<file path="config.mk">
export PLATFORM = sky130hd
export DESIGN_NAME = sd_req_arbiter_flat
export DESIGN_NICKNAME = d
export VERILOG_FILES = /design/src/rtl/sd_req_arbiter_if.sv /design/src/rtl/sd_req_arbiter.sv /design/src/flat_wrapper.sv
export SDC_FILE = /design/constraint.sdc
export NUM_CORES = 1
export LEC_CHECK = 0
export CORE_AREA = 10 10 129 131
export CTS_CLUSTER_DIAMETER = 80
export DETAILED_ROUTE_END_ITERATION = 10
export DIE_AREA = 0 0 139 141
export PLACE_DENSITY_LB_ADDON = 0.12
export SLEW_MARGIN = 30
export SYNTH_ARGS = -nofsm -noshare
export SYNTH_HDL_FRONTEND = slang
export SYNTH_SLANG_ARGS = --single-unit
</file>
<file path="constraint.sdc">
create_clock -name clk_sys -period 3.15 [get_ports clk_sys]
set_input_delay 0.315 -clock clk_sys [delete_from_list [all_inputs] [get_ports clk_sys]]
set_output_delay 0.315 -clock clk_sys [all_outputs]
set_load 0.01 [all_outputs]
</file>
<file path="src/rtl/sd_req_arbiter_if.sv">
// Bundle between block-device clients and the sd request arbiter. The master side drives
// the requests and the HPS acknowledges; the slave side is the arbiter.
interface sd_req_arbiter_if #(
  parameter int NUM_CH = 3,
  parameter int LBA_W  = 32
);
  logic [NUM_CH-1:0]       req_rd, req_wr, mounted, sd_ack;
  logic [NUM_CH*LBA_W-1:0] req_lba, sd_lba;
  logic [NUM_CH-1:0]       sd_rd, sd_wr, busy, done, err, grant;

  modport master (
    output req_rd, req_wr, req_lba, mounted, sd_ack,
    input  sd_lba, sd_rd, sd_wr, busy, done, err, grant
  );
  modport slave (
    input  req_rd, req_wr, req_lba, mounted, sd_ack,
    output sd_lba, sd_rd, sd_wr, busy, done, err, grant
  );
endinterface

</file>
<file path="src/rtl/sd_req_arbiter.sv">
// Round-robin arbiter serialising per-drive sector read/write requests onto hps_io's
// sd_rd/sd_wr/sd_ack handshake, with per-channel busy, done and error reporting.
module sd_req_arbiter_ch (
  input  logic clk_sys,
  input  logic reset_n,
  input  logic req_rd,
  input  logic req_wr,
  input  logic mounted,
  input  logic sd_ack,
  input  logic clr_rd,
  input  logic clr_wr,
  output logic pend_rd,
  output logic pend_wr,
  output logic pend_rd_n,
  output logic pend_wr_n,
  output logic ack_rise,
  output logic ack_fall,
  output logic unm_err
);
  logic ack_q;

  // A new request in the same cycle as a clear is kept.
  assign pend_rd_n = (pend_rd & ~clr_rd) | (req_rd & mounted);
  assign pend_wr_n = (pend_wr & ~clr_wr) | (req_wr & mounted);
  assign ack_rise  = sd_ack & ~ack_q;
  assign ack_fall  = ~sd_ack & ack_q;

  always_ff @(posedge clk_sys) begin
    if (!reset_n) begin
      pend_rd <= 1'b0;
      pend_wr <= 1'b0;
      ack_q   <= 1'b0;
      unm_err <= 1'b0;
    end else begin
      pend_rd <= pend_rd_n;
      pend_wr <= pend_wr_n;
      ack_q   <= sd_ack;
      unm_err <= (req_rd | req_wr) & ~mounted;
    end
  end
endmodule

module sd_req_arbiter #(
  parameter int          NUM_CH  = 3,
  parameter int          LBA_W   = 32,
  parameter logic [23:0] TIMEOUT = 24'd14000000
) (
  input  logic             clk_sys,
  input  logic             reset_n,
  sd_req_arbiter_if.slave  bus
);
  localparam int CW = (NUM_CH > 1) ? $clog2(NUM_CH) : 1;

  typedef enum logic [1:0] {IDLE, REQ, XFER} state_t;
  state_t state, state_n;

  logic [CW-1:0]    gidx, gidx_n, ptr, ptr_n, sel, nxt, jj;
  logic [23:0]      cnt, cnt_n;
  logic [NUM_CH-1:0] grant, grant_n, busy, done, done_n, err_q, to_err, clr_rd, clr_wr;
  logic [NUM_CH-1:0] pend_rd, pend_wr, pend_rd_n, pend_wr_n, ack_rise, ack_fall, unm_err;
  logic [NUM_CH-1:0][LBA_W-1:0] lba_q;
  logic             found, lba_ld;
  int               j;

  for (genvar i = 0; i < NUM_CH; i++) begin : g_ch
    sd_req_arbiter_ch u_ch (
      .clk_sys   (clk_sys),
      .reset_n   (reset_n),
      .req_rd    (bus.req_rd[i]),
      .req_wr    (bus.req_wr[i]),
      .mounted   (bus.mounted[i]),
      .sd_ack    (bus.sd_ack[i]),
      .clr_rd    (clr_rd[i]),
      .clr_wr    (clr_wr[i]),
      .pend_rd   (pend_rd[i]),
      .pend_wr   (pend_wr[i]),
      .pend_rd_n (pend_rd_n[i]),
      .pend_wr_n (pend_wr_n[i]),
      .ack_rise  (ack_rise[i]),
      .ack_fall  (ack_fall[i]),
      .unm_err   (unm_err[i])
    );
  end

  // First pending channel at or above the pointer, wrapping.
  always_comb begin
    found = 1'b0;
    sel   = ptr;
    j     = 0;
    jj    = '0;
    for (int k = 0; k < NUM_CH; k++) begin
      j = int'(ptr) + k;
      if (j >= NUM_CH) j = j - NUM_CH;
      jj = CW'(j);
      if (!found && (pend_rd[jj] | pend_wr[jj])) begin
        found = 1'b1;
        sel   = jj;
      end
    end
  end

  assign nxt = (gidx == CW'(NUM_CH - 1)) ? '0 : gidx + CW'(1);

  always_comb begin
    state_n = state;
    gidx_n  = gidx;
    ptr_n   = ptr;
    cnt_n   = cnt;
    grant_n = grant;
    clr_rd  = '0;
    clr_wr  = '0;
    done_n  = '0;
    to_err  = '0;
    lba_ld  = 1'b0;
    case (state)
      IDLE: if (found) begin
        state_n = REQ;
        gidx_n  = sel;
        cnt_n   = '0;
        lba_ld  = 1'b1;
        for (int i = 0; i < NUM_CH; i++) grant_n[i] = (CW'(i) == sel);
      end
      REQ: begin
        if (ack_rise[gidx]) begin
          if (pend_rd[gidx]) clr_rd[gidx] = 1'b1;
          else               clr_wr[gidx] = 1'b1;
          state_n = XFER;
        end else if (TIMEOUT != 24'd0 && cnt == TIMEOUT - 24'd1) begin
          clr_rd[gidx] = 1'b1;
          clr_wr[gidx] = 1'b1;
          to_err[gidx] = 1'b1;
          ptr_n   = nxt;
          grant_n = '0;
          state_n = IDLE;
        end else begin
          cnt_n = cnt + 24'd1;
        end
      end
      XFER: if (ack_fall[gidx]) begin
        done_n[gidx] = 1'b1;
        ptr_n   = nxt;
        grant_n = '0;
        state_n = IDLE;
      end
      default: state_n = IDLE;
    endcase
  end

  always_ff @(posedge clk_sys) begin
    if (!reset_n) begin
      state <= IDLE;
      gidx  <= '0;
      ptr   <= '0;
      cnt   <= '0;
      grant <= '0;
      busy  <= '0;
      done  <= '0;
      err_q <= '0;
      lba_q <= '0;
    end else begin
      state <= state_n;
      gidx  <= gidx_n;
      ptr   <= ptr_n;
      cnt   <= cnt_n;
      grant <= grant_n;
      busy  <= pend_rd_n | pend_wr_n | grant_n;
      done  <= done_n;
      err_q <= to_err;
      for (int i = 0; i < NUM_CH; i++)
        if (lba_ld && sel == CW'(i)) lba_q[i] <= bus.req_lba[i*LBA_W +: LBA_W];
    end
  end

  // A pending read always wins the strobe; the write waits for the next grant.
  assign bus.sd_rd  = (state == REQ) ? (grant & pend_rd) : '0;
  assign bus.sd_wr  = (state == REQ) ? (grant & pend_wr & ~pend_rd) : '0;
  assign bus.sd_lba = lba_q;
  assign bus.grant  = grant;
  assign bus.busy   = busy;
  assign bus.done   = done;
  assign bus.err    = err_q | unm_err;
endmodule

</file>
<file path="src/flat_wrapper.sv">
// flat-port wrapper written by rule: the top's interface ports become plain ports
module sd_req_arbiter_flat 
#(
  parameter int          NUM_CH  = 3,
  parameter int          LBA_W   = 32,
  parameter logic [23:0] TIMEOUT = 24'd14000000
)
  (clk_sys, reset_n, bus_req_rd, bus_req_wr, bus_req_lba, bus_mounted, bus_sd_ack, bus_sd_lba, bus_sd_rd, bus_sd_wr, bus_busy, bus_done, bus_err, bus_grant);
  sd_req_arbiter_if #(.NUM_CH(NUM_CH), .LBA_W(LBA_W)) bus_i ();
  input  logic clk_sys;
  input  logic reset_n;
  input wire logic [$bits(bus_i.req_rd)-1:0] bus_req_rd;
  input wire logic [$bits(bus_i.req_wr)-1:0] bus_req_wr;
  input wire logic [$bits(bus_i.req_lba)-1:0] bus_req_lba;
  input wire logic [$bits(bus_i.mounted)-1:0] bus_mounted;
  input wire logic [$bits(bus_i.sd_ack)-1:0] bus_sd_ack;
  output wire logic [$bits(bus_i.sd_lba)-1:0] bus_sd_lba;
  output wire logic [$bits(bus_i.sd_rd)-1:0] bus_sd_rd;
  output wire logic [$bits(bus_i.sd_wr)-1:0] bus_sd_wr;
  output wire logic [$bits(bus_i.busy)-1:0] bus_busy;
  output wire logic [$bits(bus_i.done)-1:0] bus_done;
  output wire logic [$bits(bus_i.err)-1:0] bus_err;
  output wire logic [$bits(bus_i.grant)-1:0] bus_grant;
  assign bus_i.req_rd = bus_req_rd;
  assign bus_i.req_wr = bus_req_wr;
  assign bus_i.req_lba = bus_req_lba;
  assign bus_i.mounted = bus_mounted;
  assign bus_i.sd_ack = bus_sd_ack;
  assign bus_sd_lba = bus_i.sd_lba;
  assign bus_sd_rd = bus_i.sd_rd;
  assign bus_sd_wr = bus_i.sd_wr;
  assign bus_busy = bus_i.busy;
  assign bus_done = bus_i.done;
  assign bus_err = bus_i.err;
  assign bus_grant = bus_i.grant;
  sd_req_arbiter #(.NUM_CH(NUM_CH), .LBA_W(LBA_W), .TIMEOUT(TIMEOUT)) u_core (.clk_sys(clk_sys), .reset_n(reset_n), .bus(bus_i));
endmodule
</file>
==> out/metrics.csv <==
metric,value,unit
status,"finished, final reports clean",
worstMarginPinSlew,632,ps
cts_tree,yes,
ios,224,
drv_cap,0,
cp.required,3430,ps
fin_skew,10.0,ps
finalSetupViolCount,0,
grt_max_degree,70,
peakVddDrop,0.460,mV
finalInstanceArea,9160,um2
slew_violations,0,
pwr-share-clk,0.397,
maxSlewHeadroom,0.577,
synth_area_per_cell,8.65,um2
wire_per_inst,16.8,um
die-height,141,um
clk_latency,420,ps
p_sw,1.41,mW
final_net_count,1030,
syn_nets,816,
setup_tns,0,ps
die_w,139,um
netlist_area,6060,um2
gp_congestion,0.810,
cts_buffers,17,
synth_edf_count,0,
synth_area_leaders,"dfxtp_1 50%, nand3_1 6.4%, o21ai_0 5.6%",
period_share,0.936,
p_leak,3.39,nW
n_fill_cell,1166,
vias,5793,
cp-startpoint,u_core.ptr[0],
arrival,3230,ps
hold_path.class,input port to flip-flop,
placement.cell_area,8510,um2
swShare,0.259,
antenna_found_initial,0,
diodes,0,
grt_setup_unrepaired,no,
core_area,14200,um2
ant_nets,0,
drive_gt1_frac,0.0711,
p_int,4.03,mW
fin_crit,2950,ps
overflow,0,
regToRegStartpoint,u_core.ptr[0],
cts_setup_buffers,0,
synth_most_common_cell,dfxtp_1,
portBuffers,223,
holdCritStartpoint,reset_n,
holdBufCountCts,0,
route.detailed.drc,0,
crit_fanout,65,
start_kind,flip-flop,
synth_common_cells,"150 x dfxtp_1, 87 x nand2_1, 77 x nand3_1",
drtIter0Drc,297,
pwr-share-comb,0.206,
cts-resized-gates,0,
synth.largest_area_cell,dfxtp_1,
dr.pass1.iters,5,
synth-seq-cells,150,
cts_root_buf,clkbuf_16,
synthArstFlopShare,0,
synth_flop_cell,dfxtp_1,
start_util,0.427,
grt_pass1_wl,29.6,mm
h-tree-depth,4,
yosysSeqAreaShare,0.495,
syn_to_final_growth,51.1,%
place_hpwl,13.8,mm
rows,44,
netlist.area_leader.share,0.495,
yosys_warnings,0,
path_class,flip-flop to flip-flop,
cts.sinks,150,
clock_path_buffers,2,
via_per_inst,5.21,
die_area,19600,um2
clk_pin_slew,60,ps
crit_path_end_kind,flip-flop,
seqPwrFrac,0.397,
grt_util_all_layers,0.183,
wl,18.6,mm
syn_inst,701,
hold_viol_final,0,
clock.fmax,339,MHz
power.density,594,nW/um2
grt_pass1_vias,5807,
synth.distinct_cells,60,
-- layout by cell type (no fill, tap or decap), types with 11 or more instances in the layout --
cell	count
buf_4	17
dfxtp_1	150
nand3_1	77
clkbuf_16	17
o21ai_1	11
xor2_1	11
o21ai_0	68
a21oi_1	21
clkdlybuf4s50_1	222
mux2i_1	33
nor2_1	68
nand2_1	87
-- flip-flops by register name (all words and copies together) (netlist names) --
signal,count
u_core.state,2
u_core.g_ch.u_ch.pend_rd,3
u_core.bus.sd_lba,96
u_core.ptr,2
u_core.bus.busy,3
u_core.gidx,2
u_core.g_ch.u_ch.ack_q,3
u_core.g_ch.u_ch.unm_err,3
u_core.bus.grant,3
u_core.g_ch.u_ch.pend_wr,3
u_core.bus.done,3
u_core.err_q,3
u_core.cnt,24
-- through the flow --
stage          cells  power (mW)  setup WS [ps]   util  hold slack [ps]
6_report        1112        5.44            202  0.645              377
5_1_grt         1112        5.67           38.0  0.645              382
4_1_cts         1112        5.49            221  0.644              359
3_5_place_dp    1080        3.32            257  0.599              452
3_3_place_gp    1080        3.29            386  0.599              444
2_1_floorplan    701        2.72            566      -              392
-- power groups by stage --
stage | combinational (mW) | sequential, mW | clock (mW)
6_report | 1.12 | 2.16 | 2.16
5_1_grt | 1.21 | 2.18 | 2.28
4_1_cts | 1.13 | 2.16 | 2.20
3_5_place_dp | 1.13 | 2.20 | 0
3_3_place_gp | 1.10 | 2.19 | 0
2_1_floorplan | 0.477 | 2.24 | 0
-- routing by layer --
metal	share of wire	global-route usage	vias to the layer above
met1	0.39	0.184	2685
met4	0.019	0.0593	0
li1	-	-	2889
met5	0	0	-
met3	0.092	0.0917	29
met2	0.50	0.323	190
-- logic make-up (layout without fill, tap and decap cells) --
kind of cell,Yosys count,count (layout),share of synthesized area
adders and majority gates,5,5,0.0103
AOI/OAI and AO/OA,137,137,0.136
DFF,150,150,0.495
buffers and inverters,55,282,0.0392
and+or+nand+nor,308,308,0.245
xor gates and xnor gates,12,12,0.0173
muxes,34,34,0.0564
-- critical path: stages, from the launching register on --
cell and delay, ps:
dfxtp_1 410, inv_1 90, ha_1 380, nor2b_1 180
o21ai_0 140, o2111ai_2 260, nor3_2 460, buf_4 210
o221ai_4 110, buf_4 310, nand3_1 150, o21ai_0 90
-- worst paths after layout --
check	slack [ps]	end	depth (start not counted)
hold / removal	380	u_core.cnt[1]	2
setup reg to reg	200	u_core.bus.sd_lba[7]	11
setup / recovery	200	u_core.bus.sd_lba[7]	11
hold reg to reg	450	u_core.bus.sd_lba[77]	2
-- final cells by class --
cell class | count | area, um2 | area share
Clock buffer | 26 | 529 | 0.0578
Clock inverter | 6 | 111 | 0.0122
Inverter | 9 | 33.8 | 0.00369
Multi-Input combinational cell | 496 | 2860 | 0.312
Sequential cell | 150 | 3000 | 0.328
Tap cell | 184 | 230 | 0.0251
Timing Repair Buffer | 241 | 2390 | 0.261
Note: power is estimated with default switching activity, not from simulation.
